## src/rtl/bno085_report_parser_if.sv

```systemverilog
// Byte-stream input and decoded-sample output bundle between the SHTP SPI master
// and the BNO085 report parser.
interface bno085_report_parser_if;
  logic               pkt_start;
  logic               rx_valid;
  logic [7:0]         rx_byte;
  logic               quat_valid;
  logic signed [15:0] quat_w;
  logic signed [15:0] quat_x;
  logic signed [15:0] quat_y;
  logic signed [15:0] quat_z;
  logic               gyro_valid;
  logic signed [15:0] gyro_x;
  logic signed [15:0] gyro_y;
  logic signed [15:0] gyro_z;
  logic               parse_error;

  modport master (
    output pkt_start, rx_valid, rx_byte,
    input  quat_valid, quat_w, quat_x, quat_y, quat_z,
    input  gyro_valid, gyro_x, gyro_y, gyro_z, parse_error
  );

  modport slave (
    input  pkt_start, rx_valid, rx_byte,
    output quat_valid, quat_w, quat_x, quat_y, quat_z,
    output gyro_valid, gyro_x, gyro_y, gyro_z, parse_error
  );
endinterface

```

## src/rtl/bno085_report_parser.sv

```systemverilog
// SHTP input-report decoder: pulls rotation-vector and calibrated-gyro samples out of
// the BNO085 byte stream and presents them as held registers with one-cycle strobes.
module bno085_report_parser #(
  parameter logic [7:0] SENSOR_CHANNEL = 8'd3,
  parameter logic [7:0] QUAT_REPORT_ID = 8'h05,
  parameter logic [7:0] GYRO_REPORT_ID = 8'h02
) (
  input  logic                 clk,
  input  logic                 rst,
  bno085_report_parser_if.slave bus
);
  typedef enum logic [2:0] {IDLE, HDR, RID, BODY, SKIP} state_t;
  typedef enum logic [1:0] {K_TS, K_QUAT, K_GYRO} kind_t;

  state_t      r_state, w_state_next;
  kind_t       r_kind;
  logic [1:0]  r_hidx;
  logic [7:0]  r_b0, r_chan, r_lsb;
  logic [14:0] r_len, r_rem, w_rem_dec;
  logic [3:0]  r_bidx, w_body_last;
  logic [15:0] r_sh_qw, r_sh_qx, r_sh_qy, r_sh_qz, r_sh_gx, r_sh_gy, w_pair;
  logic [15:0] r_qw, r_qx, r_qy, r_qz, r_gx, r_gy, r_gz;
  logic        r_quat_valid, r_gyro_valid, r_err;
  logic        w_id_ts, w_id_quat, w_id_gyro, w_done_quat, w_done_gyro, w_err;

  assign w_rem_dec = r_rem - 15'd1;
  assign w_pair    = {bus.rx_byte, r_lsb};
  assign w_id_ts   = (bus.rx_byte == 8'hFB) || (bus.rx_byte == 8'hFA);
  assign w_id_quat = (bus.rx_byte == QUAT_REPORT_ID);
  assign w_id_gyro = (bus.rx_byte == GYRO_REPORT_ID);

  always_comb begin
    case (r_kind)
      K_QUAT:  w_body_last = 4'd13;
      K_GYRO:  w_body_last = 4'd9;
      default: w_body_last = 4'd4;
    endcase
  end

  always_ff @(posedge clk) begin
    if (rst) r_state <= IDLE;
    else     r_state <= w_state_next;
  end

  // Completion is tested before exhaustion so a report ending exactly on the packet boundary is good.
  always_comb begin
    w_state_next = r_state;
    w_done_quat  = 1'b0;
    w_done_gyro  = 1'b0;
    w_err        = 1'b0;
    if (bus.pkt_start) begin
      w_state_next = HDR;
    end else if (bus.rx_valid) begin
      case (r_state)
        HDR: if (r_hidx == 2'd3) begin
          if (r_len <= 15'd4) begin
            w_state_next = IDLE;
            w_err        = (r_len != 15'd0) && (r_len != 15'd4);
          end else if (r_chan != SENSOR_CHANNEL) begin
            w_state_next = SKIP;
          end else begin
            w_state_next = RID;
          end
        end
        RID: if (w_id_ts || w_id_quat || w_id_gyro) begin
          if (w_rem_dec == '0) begin
            w_state_next = IDLE;
            w_err        = 1'b1;
          end else begin
            w_state_next = BODY;
          end
        end else begin
          w_state_next = (w_rem_dec == '0) ? IDLE : SKIP;
        end
        BODY: if (r_bidx == w_body_last) begin
          w_done_quat  = (r_kind == K_QUAT);
          w_done_gyro  = (r_kind == K_GYRO);
          w_state_next = (w_rem_dec == '0) ? IDLE : RID;
        end else if (w_rem_dec == '0) begin
          w_state_next = IDLE;
          w_err        = 1'b1;
        end
        SKIP: if (w_rem_dec == '0) w_state_next = IDLE;
        default: ;
      endcase
    end
  end

  always_ff @(posedge clk) begin
    if (rst) begin
      r_kind <= K_TS;   r_hidx <= '0;  r_b0 <= '0;   r_chan <= '0;  r_lsb <= '0;
      r_len <= '0;      r_rem <= '0;   r_bidx <= '0;
      r_sh_qw <= '0;    r_sh_qx <= '0; r_sh_qy <= '0; r_sh_qz <= '0;
      r_sh_gx <= '0;    r_sh_gy <= '0;
      r_qw <= '0; r_qx <= '0; r_qy <= '0; r_qz <= '0;
      r_gx <= '0; r_gy <= '0; r_gz <= '0;
      r_quat_valid <= 1'b0; r_gyro_valid <= 1'b0; r_err <= 1'b0;
    end else begin
      r_quat_valid <= w_done_quat;
      r_gyro_valid <= w_done_gyro;
      r_err        <= w_err;
      if (bus.pkt_start) begin
        r_hidx <= {1'b0, bus.rx_valid};
        if (bus.rx_valid) r_b0 <= bus.rx_byte;
      end else if (bus.rx_valid) begin
        case (r_state)
          HDR: begin
            r_hidx <= r_hidx + 2'd1;
            case (r_hidx)
              2'd0:    r_b0   <= bus.rx_byte;
              2'd1:    r_len  <= {bus.rx_byte[6:0], r_b0};
              2'd2:    r_chan <= bus.rx_byte;
              default: r_rem  <= r_len - 15'd4;
            endcase
          end
          RID: begin
            r_rem  <= w_rem_dec;
            r_bidx <= 4'd1;
            r_kind <= w_id_quat ? K_QUAT : (w_id_gyro ? K_GYRO : K_TS);
          end
          BODY: begin
            r_rem  <= w_rem_dec;
            r_bidx <= r_bidx + 4'd1;
            if (!r_bidx[0]) begin
              r_lsb <= bus.rx_byte;
            end else if (r_kind == K_QUAT) begin
              case (r_bidx)
                4'd5:    r_sh_qx <= w_pair;
                4'd7:    r_sh_qy <= w_pair;
                4'd9:    r_sh_qz <= w_pair;
                4'd11:   r_sh_qw <= w_pair;
                default: ;
              endcase
            end else if (r_kind == K_GYRO) begin
              case (r_bidx)
                4'd5:    r_sh_gx <= w_pair;
                4'd7:    r_sh_gy <= w_pair;
                default: ;
              endcase
            end
          end
          SKIP:    r_rem <= w_rem_dec;
          default: ;
        endcase
      end
      if (w_done_quat) begin
        r_qw <= r_sh_qw; r_qx <= r_sh_qx; r_qy <= r_sh_qy; r_qz <= r_sh_qz;
      end
      // The gyro z pair completes on the final body byte itself, so it bypasses the shadow.
      if (w_done_gyro) begin
        r_gx <= r_sh_gx; r_gy <= r_sh_gy; r_gz <= w_pair;
      end
    end
  end

  assign bus.quat_valid  = r_quat_valid;
  assign bus.gyro_valid  = r_gyro_valid;
  assign bus.parse_error = r_err;
  assign bus.quat_w = r_qw;
  assign bus.quat_x = r_qx;
  assign bus.quat_y = r_qy;
  assign bus.quat_z = r_qz;
  assign bus.gyro_x = r_gx;
  assign bus.gyro_y = r_gy;
  assign bus.gyro_z = r_gz;
endmodule

```

## src/flat_wrapper.sv

```systemverilog
// flat-port wrapper written by rule: the top's interface ports become plain ports
module bno085_report_parser_flat 
#(
  parameter logic [7:0] SENSOR_CHANNEL = 8'd3,
  parameter logic [7:0] QUAT_REPORT_ID = 8'h05,
  parameter logic [7:0] GYRO_REPORT_ID = 8'h02
)
  (clk, rst, bus_pkt_start, bus_rx_valid, bus_rx_byte, bus_quat_valid, bus_quat_w, bus_quat_x, bus_quat_y, bus_quat_z, bus_gyro_valid, bus_gyro_x, bus_gyro_y, bus_gyro_z, bus_parse_error);
  bno085_report_parser_if bus_i ();
  input  logic clk;
  input  logic rst;
  input wire logic [$bits(bus_i.pkt_start)-1:0] bus_pkt_start;
  input wire logic [$bits(bus_i.rx_valid)-1:0] bus_rx_valid;
  input wire logic [$bits(bus_i.rx_byte)-1:0] bus_rx_byte;
  output wire logic [$bits(bus_i.quat_valid)-1:0] bus_quat_valid;
  output wire logic [$bits(bus_i.quat_w)-1:0] bus_quat_w;
  output wire logic [$bits(bus_i.quat_x)-1:0] bus_quat_x;
  output wire logic [$bits(bus_i.quat_y)-1:0] bus_quat_y;
  output wire logic [$bits(bus_i.quat_z)-1:0] bus_quat_z;
  output wire logic [$bits(bus_i.gyro_valid)-1:0] bus_gyro_valid;
  output wire logic [$bits(bus_i.gyro_x)-1:0] bus_gyro_x;
  output wire logic [$bits(bus_i.gyro_y)-1:0] bus_gyro_y;
  output wire logic [$bits(bus_i.gyro_z)-1:0] bus_gyro_z;
  output wire logic [$bits(bus_i.parse_error)-1:0] bus_parse_error;
  assign bus_i.pkt_start = bus_pkt_start;
  assign bus_i.rx_valid = bus_rx_valid;
  assign bus_i.rx_byte = bus_rx_byte;
  assign bus_quat_valid = bus_i.quat_valid;
  assign bus_quat_w = bus_i.quat_w;
  assign bus_quat_x = bus_i.quat_x;
  assign bus_quat_y = bus_i.quat_y;
  assign bus_quat_z = bus_i.quat_z;
  assign bus_gyro_valid = bus_i.gyro_valid;
  assign bus_gyro_x = bus_i.gyro_x;
  assign bus_gyro_y = bus_i.gyro_y;
  assign bus_gyro_z = bus_i.gyro_z;
  assign bus_parse_error = bus_i.parse_error;
  bno085_report_parser #(.SENSOR_CHANNEL(SENSOR_CHANNEL), .QUAT_REPORT_ID(QUAT_REPORT_ID), .GYRO_REPORT_ID(GYRO_REPORT_ID)) u_core (.clk(clk), .rst(rst), .bus(bus_i));
endmodule
```

## config.mk

```make
export PLATFORM = sky130hd
export DESIGN_NAME = bno085_report_parser_flat
export DESIGN_NICKNAME = d
export VERILOG_FILES = /design/src/rtl/bno085_report_parser_if.sv /design/src/rtl/bno085_report_parser.sv /design/src/flat_wrapper.sv
export SDC_FILE = /design/constraint.sdc
export NUM_CORES = 1
export LEC_CHECK = 0
export BUFFER_PORTS_ARGS = -buffer_cell sky130_fd_sc_hd__buf_2
export CORE_ASPECT_RATIO = 0.9
export CORE_MARGIN = 10
export CORE_UTILIZATION = 50
export DETAILED_ROUTE_END_ITERATION = 16
export PLACE_DENSITY = 0.7
export SLEW_MARGIN = 5
export SYNTH_ARGS = -nofsm -noshare
export SYNTH_HDL_FRONTEND = slang
export SYNTH_SLANG_ARGS = --single-unit
```

## constraint.sdc

```tcl
create_clock -name clk -period 2.8 [get_ports clk]
set_input_delay 0.7 -clock clk [delete_from_list [all_inputs] [get_ports clk]]
set_output_delay 0.7 -clock clk [all_outputs]
set_load 0.01 [all_outputs]
```

==> results by group <==
Clocking
  – Root Buffer: clkbuf_16
  – Clock slew at reported path FFs: roughly 0.060 ns
  – Hold_buf cts: 0
  – Maximum clock path buffer count: 3
  – Post-CTS setup buffer count: 0
  – Post-CTS Resized: 0
  – H-tree Lvls: 1
  – Clock Sinks: about 280
  – Clock latency on the worst-skew pair: roughly 0.54 ns
  – TritonCTS Buffers: 28
  – CTS tree: yes

Timing
  – Setup-failing EPs final: 0
  – Final period util: about 87%
  – Worst-margin pin slew: a little under 1 ns
  – Final hold violations: 0
  – Final setup TNS: 0 ns
  – Fmax: approximately 410 MHz
  – Skew final: between 0.01 and 0.015 ns
  – Pins Over Slew Limit: 0
  – RSZ-0062 raised after global routing: no
  – Slew margin rel.: about a third
  – Final min period: between 2 and 2.5 ns

Worst setup path
  – CP Launch Type: flip-flop
  – Critical Path RT: 3.26 ns
  – Crit Path Class: reg2reg
  – Crit path capture type: flip-flop
  – Crit path arrival time: approximately 2.9 ns
  – Peak fanout along the critical path: 64

Finish
  – Share of layout cells above drive strength 1: between 10% and 20%
  – Fillcell total: roughly 2000
  – Commonest non-fill, non-tap cells in the layout: nand2_1 (404), dfxtp_1 (276), a21oi_1 (229), buf_2 (125), nor2_1 (69)
  – Most common cell after layout, fill and taps aside: nand2_1
  – Final nets: ~1500
  – Reg area: 5530 sq um
  – N_diodes: 0
  – Multi-input gate area: between 5000 and 6000 sq um
  – Area delta synth->final: 15.8%

Global route
  – GRT overflow: 0
  – Largest net degree at the start of global routing: approximately 160
  – First-pass GRT wire length: 46.9 mm
  – Initial antenna violation count: 0
  – Number of global-route vias before repair: between 8000 and 9000
  – Total GRT Usage: about 20%

Floorplanning
  – Die height: about 160 um
  – Row count: 51
  – Initial Utilization: around 51%
  – IO Pins: 127
  – Die area: roughly 29000 sq um
  – Die extent in x: between 150 and 200 um
  – Core Area: 21800 sq um

Yosys
  – Asr flop ratio synth: 0%
  – Netlist cell types: 67
  – Synth Register Bits: around 280
  – Seq/Total Area, Yosys: 49.7%
  – Cell area after synthesis: between 10000 and 15000 sq um
  – Cells after Synth: between 1000 and 1500
  – Post-synth EDFFs: 0
  – Synthesized area per cell: around 8.1 sq um
  – Warnings, synthesis: 0
  – Mapped Nets: roughly 1400
  – Main synth FF type: dfxtp_1

Placed design
  – I/O Buffers: 126
  – Routability Congestion: about 0.9
  – Hpwl dp: roughly 19 mm

Route
  – Total Wirelength: just under 30 mm
  – DR WL/cell: about 17 um
  – Metal3 WL: between 2 and 2.5 mm
  – Metal2 WL: 12.7 mm
  – DRC Markers: 0
  – Routed Antenna Nets: 0
  – Met1 WL: about 14 mm
  – Vias: 9644
  – Vias/cell: 5.46
  – Top sig layer: met4
  – Pre-antenna DRT Iters: 5
  – Initial detailed-routing violation count: about 920

Worst hold path
  – Worst Hold Class: reg2reg

Run status
  – Status: complete, no violations

Pwr
  – Peak supply drop: approximately 380 uV
  – Overall power: around 8 mW
  – Pwr dens: 616 nW/um^2
  – Leakage: about 4.8 nW

Flow run
  – Max_cap viols: 0
-- final timing paths --
path | slack (ns) | start | depth (start not counted) | endpoint
worst min register to register | 0.45 | u_core.bus.quat_y[10]$_SDFFE_PP0P_ | 2 | u_core.bus.quat_y[10]$_SDFFE_PP0P_
worst max register to register | 0.37 | u_core.r_kind[0]$_SDFFE_PP0P_ | 8 | u_core.bus.quat_x[1]$_SDFFE_PP0P_
worst max-delay path | 0.37 | u_core.r_kind[0]$_SDFFE_PP0P_ | 8 | u_core.bus.quat_x[1]$_SDFFE_PP0P_
worst min-delay path | 0.45 | u_core.bus.quat_y[10]$_SDFFE_PP0P_ | 2 | u_core.bus.quat_y[10]$_SDFFE_PP0P_
-- sequential cells by signal, indices dropped and copies added, names as in the netlist, 3 cells and up --
name / flops
u_core.bus.quat_x: 16
u_core.r_sh_qx: 16
u_core.bus.gyro_x: 16
u_core.bus.quat_w: 16
u_core.bus.gyro_y: 16
u_core.r_state: 3
u_core.r_lsb: 8
u_core.r_sh_qw: 16
u_core.bus.quat_z: 16
u_core.r_b0: 8
u_core.r_sh_qz: 16
u_core.bus.gyro_z: 16
u_core.bus.quat_y: 16
u_core.r_len: 15
u_core.r_sh_qy: 16
u_core.r_sh_gx: 16
u_core.r_rem: 15
u_core.r_sh_gy: 16
u_core.r_bidx: 4
u_core.r_chan: 8
-- cell usage after synthesis (3+ instances only) --
cell type | number | area [sq um]
a31oi_1 | 4 | 25.0
a211o_1 | 3 | 26.3
nor3_1 | 13 | 65.1
nand2_1 | 405 | 1520
a21oi_1 | 229 | 1150
buf_2 | 23 | 115
dfxtp_1 | 276 | 5530
xor2_1 | 3 | 26.3
ha_1 | 13 | 163
a211oi_1 | 5 | 37.5
and4_1 | 3 | 26.3
or4_1 | 6 | 45.0
nor4_1 | 5 | 31.3
nand4_1 | 7 | 43.8
or3b_2 | 3 | 26.3
nand3b_1 | 4 | 30.0
or3_1 | 3 | 18.8
or2_2 | 6 | 37.5
nor3_2 | 3 | 30.0
nor2_1 | 69 | 259
nor3b_1 | 4 | 30.0
a221oi_1 | 3 | 26.3
mux2i_1 | 43 | 430
buf_6 | 5 | 56.3
o41ai_1 | 3 | 26.3
inv_1 | 16 | 60.1
o31ai_1 | 4 | 30.0
and3_1 | 5 | 31.3
clkbuf_1 | 82 | 308
nand3_1 | 48 | 240
xnor2_1 | 9 | 78.8
o21ai_0 | 26 | 130
-- cells by family (layout without fill, tap and decap cells) --
group,count (synthesis),in the layout,share of synthesized area [%]
compound gates,297,297,14.8
xor+xnor,12,12,0.946
fa+ha+maj,13,13,1.46
buf+inv,128,225,4.96
flops,276,276,49.7
mux,43,43,3.87
simple gates,609,609,24.2
-- routing by layer --
metal | global-route usage (%) | vias up
li1 | - | 4787
met1 | 28.1 | 4524
met2 | 29.2 | 292
met3 | 4.41 | 41
met4 | 4.85 | 0
met5 | 0 | -
-- report_power, final --
group	switching [mW]	internal, mW	leakage, nW
Combinational	0.153	0.0489	2.14
Clock	1.51	2.27	0.464
Sequential	0.00877	3.94	2.22
Total	1.67	6.26	4.82
-- worst max-delay path, stage by stage, from the launching register on --
cell and delay (ns):
dfxtp_1 0.35, inv_1 0.07, ha_1 0.28, or3b_1 0.36, a211oi_2 0.47, and2_2 0.27
buf_12 0.27, nand2_1 0.12, a21oi_1 0.14
-- area by class of cell --
class | instances | area share [%]
flip-flops and latches | 276 | 42.9
multi-input cells | 974 | 39.2
repair buffers | 160 | 7.24
clock buffers | 41 | 6.61
well taps | 291 | 2.83
clock inverters | 8 | 0.739
inverters | 16 | 0.466
-- metrics by stage --
step                util (%)  instances  area [sq um]  worst slack, ns  hold slack [ns]
detailed placement      54.8       1717         11900            0.283            0.443
floorplan                  -       1378         11100            0.481            0.431
global route            59.2       1766         12900            0.191            0.463
CTS                     59.2       1766         12900            0.366            0.452
finish                  59.2       1766         12900            0.371            0.449
global placement        54.8       1717         11900            0.374            0.436
(Power assumes the default switching activity.)
